`src/rtl/stdout_uart.sv`:
```
// stdout_uart: snoops data-memory stores to the stdout word, queues the low byte of each
// matching store in a small FIFO and drains the queue on an 8N1 UART transmit line.
module stdout_uart #(
    parameter logic [31:0] STDOUT_ADDR    = 32'h0000_00fc,
    parameter int unsigned CLKS_PER_BIT   = 16,
    parameter int unsigned FIFO_DEPTH_LOG = 3
) (
    input  logic                      clk,
    input  logic                      reset,
    input  logic                      we,
    input  logic [31:0]               wa,
    input  logic [31:0]               wd,
    output logic                      tx,
    output logic                      busy,
    output logic                      full,
    output logic [FIFO_DEPTH_LOG:0]   level,
    output logic [7:0]                overflow
);

    localparam int unsigned DEPTH   = 1 << FIFO_DEPTH_LOG;
    localparam int unsigned TIMER_W = $clog2(CLKS_PER_BIT);
    localparam int unsigned LEVEL_W = FIFO_DEPTH_LOG + 1;

    localparam logic [TIMER_W-1:0]        TIMER_LAST = TIMER_W'(CLKS_PER_BIT - 1);
    localparam logic [TIMER_W-1:0]        TIMER_ONE  = TIMER_W'(1);
    localparam logic [LEVEL_W-1:0]        LEVEL_FULL = LEVEL_W'(DEPTH);
    localparam logic [LEVEL_W-1:0]        LEVEL_ONE  = LEVEL_W'(1);
    localparam logic [FIFO_DEPTH_LOG-1:0] PTR_ONE    = FIFO_DEPTH_LOG'(1);

    typedef enum logic [1:0] {
        StIdle,
        StStart,
        StData,
        StStop
    } state_e;

    state_e                    state_q, state_d;
    logic [TIMER_W-1:0]        timer_q, timer_d;
    logic [2:0]                index_q, index_d;
    logic [7:0]                shift_q, shift_d;
    logic                      tx_q, tx_d;
    logic [FIFO_DEPTH_LOG-1:0] rd_ptr_q, wr_ptr_q;
    logic [LEVEL_W-1:0]        level_q, level_d;
    logic [7:0]                overflow_q, overflow_d;
    logic [7:0]                mem [DEPTH];

    logic match, fifo_full, fifo_nonempty, timer_done;
    logic pop, push_ok, drop;

    // Address bits below word granularity and the upper data bytes are deliberately ignored.
    logic unused_bits;
    assign unused_bits = ^{wa[1:0], wd[31:8]};

    assign match         = we && (wa[31:2] == STDOUT_ADDR[31:2]);
    assign fifo_full     = (level_q == LEVEL_FULL);
    assign fifo_nonempty = (level_q != '0);
    assign timer_done    = (timer_q == TIMER_LAST);

    // Transmit FSM next-state, bit timing and FIFO pop decision.
    always_comb begin
        state_d = state_q;
        timer_d = timer_q + TIMER_ONE;
        index_d = index_q;
        shift_d = shift_q;
        pop     = 1'b0;
        unique case (state_q)
            StIdle: begin
                timer_d = '0;
                if (fifo_nonempty) begin
                    pop     = 1'b1;
                    shift_d = mem[rd_ptr_q];
                    state_d = StStart;
                end
            end
            StStart: begin
                if (timer_done) begin
                    timer_d = '0;
                    index_d = 3'd0;
                    state_d = StData;
                end
            end
            StData: begin
                if (timer_done) begin
                    timer_d = '0;
                    shift_d = shift_q >> 1;
                    index_d = index_q + 3'd1;
                    if (index_q == 3'd7) begin
                        state_d = StStop;
                    end
                end
            end
            StStop: begin
                if (timer_done) begin
                    timer_d = '0;
                    // Chain straight into the next start bit when more bytes are waiting.
                    if (fifo_nonempty) begin
                        pop     = 1'b1;
                        shift_d = mem[rd_ptr_q];
                        state_d = StStart;
                    end else begin
                        state_d = StIdle;
                    end
                end
            end
            default: begin
                state_d = StIdle;
                timer_d = '0;
            end
        endcase
    end

    // Line level follows the next state so tx switches on the same edge as the FSM.
    always_comb begin
        tx_d = 1'b1;
        unique case (state_d)
            StStart: tx_d = 1'b0;
            StData:  tx_d = shift_d[0];
            default: tx_d = 1'b1;
        endcase
    end

    // FIFO occupancy and drop accounting; a pop frees the slot a same-cycle push needs.
    always_comb begin
        push_ok    = match && (!fifo_full || pop);
        drop       = match && fifo_full && !pop;
        level_d    = level_q;
        overflow_d = overflow_q;
        unique case ({push_ok, pop})
            2'b10:   level_d = level_q + LEVEL_ONE;
            2'b01:   level_d = level_q - LEVEL_ONE;
            default: level_d = level_q;
        endcase
        if (drop && (overflow_q != 8'hff)) begin
            overflow_d = overflow_q + 8'd1;
        end
    end

    // Control and status registers with synchronous reset.
    always_ff @(posedge clk) begin
        if (reset) begin
            state_q    <= StIdle;
            timer_q    <= '0;
            index_q    <= 3'd0;
            shift_q    <= 8'h00;
            tx_q       <= 1'b1;
            rd_ptr_q   <= '0;
            wr_ptr_q   <= '0;
            level_q    <= '0;
            overflow_q <= 8'h00;
        end else begin
            state_q    <= state_d;
            timer_q    <= timer_d;
            index_q    <= index_d;
            shift_q    <= shift_d;
            tx_q       <= tx_d;
            level_q    <= level_d;
            overflow_q <= overflow_d;
            if (push_ok) begin
                wr_ptr_q <= wr_ptr_q + PTR_ONE;
            end
            if (pop) begin
                rd_ptr_q <= rd_ptr_q + PTR_ONE;
            end
        end
    end

    // FIFO storage; contents need no reset because the pointers define validity.
    always_ff @(posedge clk) begin
        if (push_ok) begin
            mem[wr_ptr_q] <= wd[7:0];
        end
    end

    assign tx       = tx_q;
    assign busy     = (state_q != StIdle) || fifo_nonempty;
    assign full     = fifo_full;
    assign level    = level_q;
    assign overflow = overflow_q;

endmodule
```
`config.mk`:
```
export PLATFORM = sky130hd
export DESIGN_NAME = stdout_uart
export DESIGN_NICKNAME = d
export VERILOG_FILES = /design/src/rtl/stdout_uart.sv
export SDC_FILE = /design/constraint.sdc
export NUM_CORES = 1
export LEC_CHECK = 0
export ABC_AREA = 1
export BUFFER_PORTS_ARGS = -buffer_cell sky130_fd_sc_hd__buf_4
export CAP_MARGIN = 20
export CORE_UTILIZATION = 30
export DETAILED_ROUTE_END_ITERATION = 10
export PLACE_DENSITY = 0.49
export SKIP_CTS_REPAIR_TIMING = 1
export SYNTH_ARGS = -nofsm -noshare
export SYNTH_HDL_FRONTEND = slang
export SYNTH_SLANG_ARGS = --single-unit
```
`constraint.sdc`:
```
create_clock -name clk -period 2.3 [get_ports clk]
set_clock_uncertainty 0.15 [all_clocks]
set_input_delay 0.46 -clock clk [delete_from_list [all_inputs] [get_ports clk]]
set_output_delay 0.46 -clock clk [all_outputs]
set_load 0.01 [all_outputs]
```
== Yosys cells after proc, flatten, opt, wreduce, memory -nomap -nowiden ==
Memories as Yosys holds them, arrays and structs flattened. A register that Yosys moved wholly into a read port is not among the register bits.
Cells that the tools add are included.

* $add $sub $neg: 7
* Reduce and logical (&&, ||, !) cells: 18
* Eq/ne operators: 15
* Multiplexer cells: 25

{| class="wikitable"
|+ Operators with widths
! cell !! count
|-
| $eq 30x6->1 const B || 1
|-
| $mux 8 || 3
|-
| $pmux 8 s3 || 1
|-
| $pmux 4 s2 || 2
|-
| $mux 3 || 4
|-
| $mux 2 || 5
|-
| $add 3x1->3 const B || 3
|-
| $add 4x1->4 const B || 2
|-
| $add 8x1->8 const B || 1
|-
| $eq 2x2->1 const B || 4
|-
| $eq 4x4->1 const B || 2
|-
| $ne 8x8->1 const B || 1
|-
| $pmux 2 s4 || 1
|-
| $eq 2x1->1 const B || 3
|-
| $ne 2x2->1 const B || 3
|-
| $pmux 3 s2 || 1
|-
| $reduce_and 3->1 || 2
|-
| $reduce_bool 2->1 || 3
|-
| $logic_and 1x1->1 || 5
|-
| $mux 1 || 5
|-
| $mux 4 || 1
|-
| $pmux 1 s2 || 2
|-
| $reduce_bool 4->1 || 1
|-
| $sub 4x1->4 const B || 1
|-
| other kinds (6) || 8
|}

* Register bits after elaboration: 36
* Output and inout bits: 15
* Logic and storage cells: 76
* Memories: 1
* Bits in writable memories: 64

{| class="wikitable"
|+ Memories
! memory !! depth !! bits a word !! rd ports !! clocked after Yosys merged registers in !! wr ports !! RTL line !! source
|-
| mem || 8 || 8 || 1 || 1 || 1 || 45 || <nowiki>logic [7:0] mem [DEPTH];</nowiki>
|}

== Depth between registers and ports, before layout ==
* Depth after elaboration: 8
* Mapped depth: 17
* Mapped depth without buffers: 17

== Least setup slack after synthesis ==
Ideal clock, no wire load.

* Kind: reg2reg
* Start point: register state_q[1]
* End point: memory mem[0][0], enable pin
* Slack: -0.248 ns
* Stages on the path, launching flop included: 10
* Path buffers: 0
* Data required time: 1.767 ns
* Clock period less this slack: 2.548 ns
* Arrival: 2.014 ns
* Cells stage by stage: dfxtp_1 -> inv_1 -> ha_1 -> inv_1 -> nand4_4 -> nand2_2 -> nand2_1 -> inv_2 -> nand2_1 -> nor3_1

* Longest elaborated chain between the ends: 6
* Elaborated cells between the ends (all ways): 7

{| class="wikitable"
|+ Ends and longest elaborated chain
! element !! RTL line !! source
|-
| start: declaration || 37 || <nowiki>state_e state_q, state_d;</nowiki>
|-
| start signal: assignment || 141 || <nowiki>state_q <= StIdle;</nowiki>
|-
| start signal: assignment || 151 || <nowiki>state_q <= state_d;</nowiki>
|-
| $eq 2x2->1 / $logic_not 2->1 (equally long branches) || 66 || <nowiki>unique case (state_q)</nowiki>
|-
| $pmux 1 s2 (*) || 66 ||
|-
| $logic_or 1x1->1 (*) || 124 || <nowiki>push_ok = match && (!fifo_full || pop);</nowiki>
|-
| $logic_and 1x1->1 (*) || 124 ||
|-
| $mux 1 (*) || 169 || <nowiki>if (push_ok) begin</nowiki>
|-
| $mux 1 (implied by the code) (*) || 170 || <nowiki>mem[wr_ptr_q] <= wd[7:0];</nowiki>
|-
| end: declaration || 45 ||
|}

Every way passes the cells marked *; elsewhere a longest branch is shown, timed or not.

== Worst setup path after layout ==
* Start point: register level_q[1], in the netlist level[1]
* End point: output port busy

* Longest elaborated chain between the ends: 2

{| class="wikitable"
|+ Ends and longest elaborated chain
! element !! RTL line !! source
|-
| start: declaration || 43 || <nowiki>logic [LEVEL_W-1:0] level_q, level_d;</nowiki>
|-
| start signal: assignment || 156 || <nowiki>level_q <= level_d;</nowiki>
|-
| $reduce_bool 4->1 || 56 || <nowiki>assign fifo_nonempty = (level_q != '0);</nowiki>
|-
| $logic_or 1x1->1 || 175 || <nowiki>assign busy = (state_q != StIdle) || fifo_nonempty;</nowiki>
|-
| end: declaration || 14 || <nowiki>output logic busy,</nowiki>
|}

No other way between the ends.

==> metrics.md <==
| Metric | Value |
|---|---|
| Status | completed |
| Synthesized area | 0.00501 mm2 |
| Final setup fails | 0 |
| Final setup TNS | 0 ns |
| Layout cells sized above 1 | 0.232 |
| I/O Pins | 82 |
| Hold crit path type | in2reg |
| Final Routed Wirelength | 11.7 mm |
| Nets | 761 |
| DRT iter0 DRCs | 259 |
| Sequential Area | 0.00271 mm2 |
| Die Span Y | 131 um |
| Distinct cells, synth | 38 |
| Seq pwr share | 0.397 |
| Global Route Usage Sum | 0.140 |
| Fin. Hold Viols | 0 |
| Global-route wire length before repair | 19.0 mm |
| Area Overhead vs Synth | 27.0% |
| Vias in the first global route | 3,898 |
| Hpwl dp | 8.44 mm |
| IO buf count | 55 |
| Fillers | 1,659 |
| Cell Area, Placed | 0.00595 mm2 |
| First-pass DRT Iterations | 5 |
| Num CTS Buffers | 9 |
| Syn Nets | 666 |
| Yosys warns | 0 |
| H-tree levels | 3 |
| Worst Tran Pin Value | 0.471 ns |
| Slew Limit Headroom | 0.686 |
| Most frequent cells in the layout | nor2_1 (114), nand2_1 (114), buf_4 (98) |
| VDD IR max | 0.000461 V |
| # rows | 46 |
| Pins over their slew limit | 0 |
| Initial antenna violation count | 0 |
| Clock Sinks | 103 |
| Tcrit/Tclk final | 0.962 |
| Syn Area/Cell | 8.56 um2 |
| CP max FO | 9 |
| Max-cap violations | 0 |
| Fmax | 452 MHz |
| Leak | 2.58 nW |
| CTS tree | yes |
| Hold depth | 1 |
| Die X | 131 um |
| R2R Path End | level[3]$_SDFFE_PP0P_ |
| Switching power | 1.89 mW |
| Cells after synthesis | 585 |
| FF-to-FF setup slack | 0.10 ns |
| RSZ-0062 raised after global routing | true |
| Logic pwr share | 0.338 |
| Initial Util | 0.311 |
| Die ar. | 0.0172 mm2 |
| CP Class | reg2out |
| Vias per cell | 4.53 |
| GP Congestion | 0.810 |
| Antenna Diode Count | 0 |
| Worst Hold Path EP | mem[1][0]$_DFFE_PP_ |
| Design area | 0.00636 mm2 |
| Hold path start | wd[0] |
| Routed Antenna Nets | 0 |
| Largest net degree at the start of global routing | 34 |
| Crit path arrival time | 1.60 ns |
| Total number of vias | 4,077 |
| Synthesized flop and latch total | 103 |
| Root buffer cell | clkbuf_16 |
| Endpoint class of the critical path | output port |
| Sequential share of the synthesized area | 0.539 |
| Clock latency on the worst-skew pair | 0.35 ns |
| Reg-to-Reg Start | timer_q[0]$_SDFF_PP0_ |
| Core area | 0.0161 mm2 |
| Clock power share | 0.266 |
| Clk pin slew, worst setup/hold paths | 0.07 ns |
| Int Pwr | 3.56 mW |
| Max clock buf depth | 2 |
| PwrDens | 857 mW/mm2 |
| CP required | 1.69 ns |
| R2r worst-path depth | 14 |
| Sw Ratio | 0.347 |
| Total grt overflow | 0 |
| Routed WL per cell | 13.0 um |
| Multi-input logic area | 0.00212 mm2 |
| Residual DRC count | 0 |
| Tmin final | 2.21 ns |
| Setup crit start kind | flop |
[synth_stat cells]
library cell | instances | area share
nand2_1 | 118 | 0.088
nor2_1 | 115 | 0.086
edfxtp_1 | 64 | 0.38
inv_1 | 62 | 0.046
o21ai_0 | 46 | 0.046
dfxtp_1 | 39 | 0.16
nand3_1 | 33 | 0.033
a21oi_1 | 24 | 0.024
ha_1 | 13 | 0.032
nor3_1 | 10 | 0.010
buf_2 | 8 | 0.0080
nand4_1 | 5 | 0.0062
nand2_2 | 4 | 0.0050
nor2_2 | 4 | 0.0050
o211ai_1 | 4 | 0.0060
o22ai_1 | 4 | 0.0050
clkbuf_1 | 3 | 0.0022
nand2_4 | 3 | 0.0067
nor2_4 | 3 | 0.0067
a211oi_1 | 2 | 0.0030
a31oi_1 | 2 | 0.0025
inv_2 | 2 | 0.0015
nand3_4 | 2 | 0.0070
a21oi_2 | 1 | 0.0017
and2_1 | 1 | 0.0012
buf_1 | 1 | 0.00075
buf_4 | 1 | 0.0015
clkbuf_2 | 1 | 0.0010
fa_1 | 1 | 0.0040
nand2b_1 | 1 | 0.0012
nand4_4 | 1 | 0.0042
nor2_8 | 1 | 0.0040
o21ai_1 | 1 | 0.0010
o21ai_2 | 1 | 0.0017
o21bai_1 | 1 | 0.0015
o221ai_1 | 1 | 0.0017
xnor2_1 | 1 | 0.0017
xor2_1 | 1 | 0.0017
[logic make-up (layout without fill, tap and decap cells)]
group | count (synthesis) | in the layout | share of synthesized area
adders and majority gates | 14 | 14 | 0.0365
DFF | 103 | 103 | 0.539
buffers and inverters | 78 | 177 | 0.0614
AOI/OAI and AO/OA | 87 | 87 | 0.0942
xor gates and xnor gates | 2 | 2 | 0.00350
and+or+nand+nor | 301 | 301 | 0.265
[layer usage]
layer	part of all wire	GRT usage
met5	0	0
met3	0.040	0.0324
met4	0.011	0.0386
met2	0.49	0.243
met1	0.46	0.172
[per-stage QoR]
| stage | power [mW] | setup slack (ns) | hold WS (ns) | cells | utilization |
|---|---|---|---|---|---|
| 2_1_floorplan | 3.32 | -0.118 | 0.262 | 585 | - |
| 3_3_place_gp | 3.89 | -0.0467 | 0.276 | 880 | 0.369 |
| 3_5_place_dp | 3.91 | -0.107 | 0.282 | 880 | 0.369 |
| 4_1_cts | 5.38 | -0.0152 | 0.188 | 895 | 0.387 |
| 5_1_grt | 5.81 | -0.0494 | 0.185 | 900 | 0.395 |
| 6_report | 5.45 | 0.0867 | 0.191 | 900 | 0.395 |
[flip-flops by register name, summed over array words and instances (netlist names), 3 cells and up, named ones only]
| name | flops |
|---|---|
| mem | 64 |
| overflow | 8 |
| shift_q | 8 |
| level | 4 |
| timer_q | 4 |
| index_q | 3 |
| rd_ptr_q | 3 |
| wr_ptr_q | 3 |
[power groups by stage]
stage	combinational (mW)	sequential, mW	clock (mW)
2_1_floorplan	1.13	2.19	0
3_3_place_gp	1.70	2.18	0
3_5_place_dp	1.73	2.19	0
4_1_cts	1.73	2.15	1.49
5_1_grt	2.07	2.18	1.56
6_report	1.84	2.16	1.45
[worst max-delay path by stage]
stage                                     start                    end  depth (start not counted)
after detailed placement                 wa[26]  level[3]$_SDFFE_PP0P_                         18
after floorplan           state_q[1]$_SDFF_PP0_    mem[3][0]$_DFFE_PP_                          9
final                     level[1]$_SDFFE_PP0P_                   busy                          6
after CTS                 state_q[0]$_SDFF_PP0_  level[3]$_SDFFE_PP0P_                         16
after global placement                   wa[26]  level[3]$_SDFFE_PP0P_                         18
after global routing      timer_q[0]$_SDFF_PP0_  level[3]$_SDFFE_PP0P_                         16
[layout make-up]
| class | instances | area share |
|---|---|---|
| tap | 216 | 0.0425 |
| timing repair buffer | 98 | 0.116 |
| clock buffer | 9 | 0.0354 |
| inverter | 64 | 0.0389 |
| multi-input combinational | 404 | 0.333 |
| sequential | 103 | 0.426 |
| clock inverter | 6 | 0.00865 |
[worst max-delay path, cell delays in order (launching register included)]
cell and delay [ns]:
dfxtp_1 0.38, nor2_2 0.17, nand2_2 0.12, buf_4 0.20
inv_2 0.16, nand2_1 0.08, buf_4 0.15
Note: power is estimated with default switching activity, not from simulation.
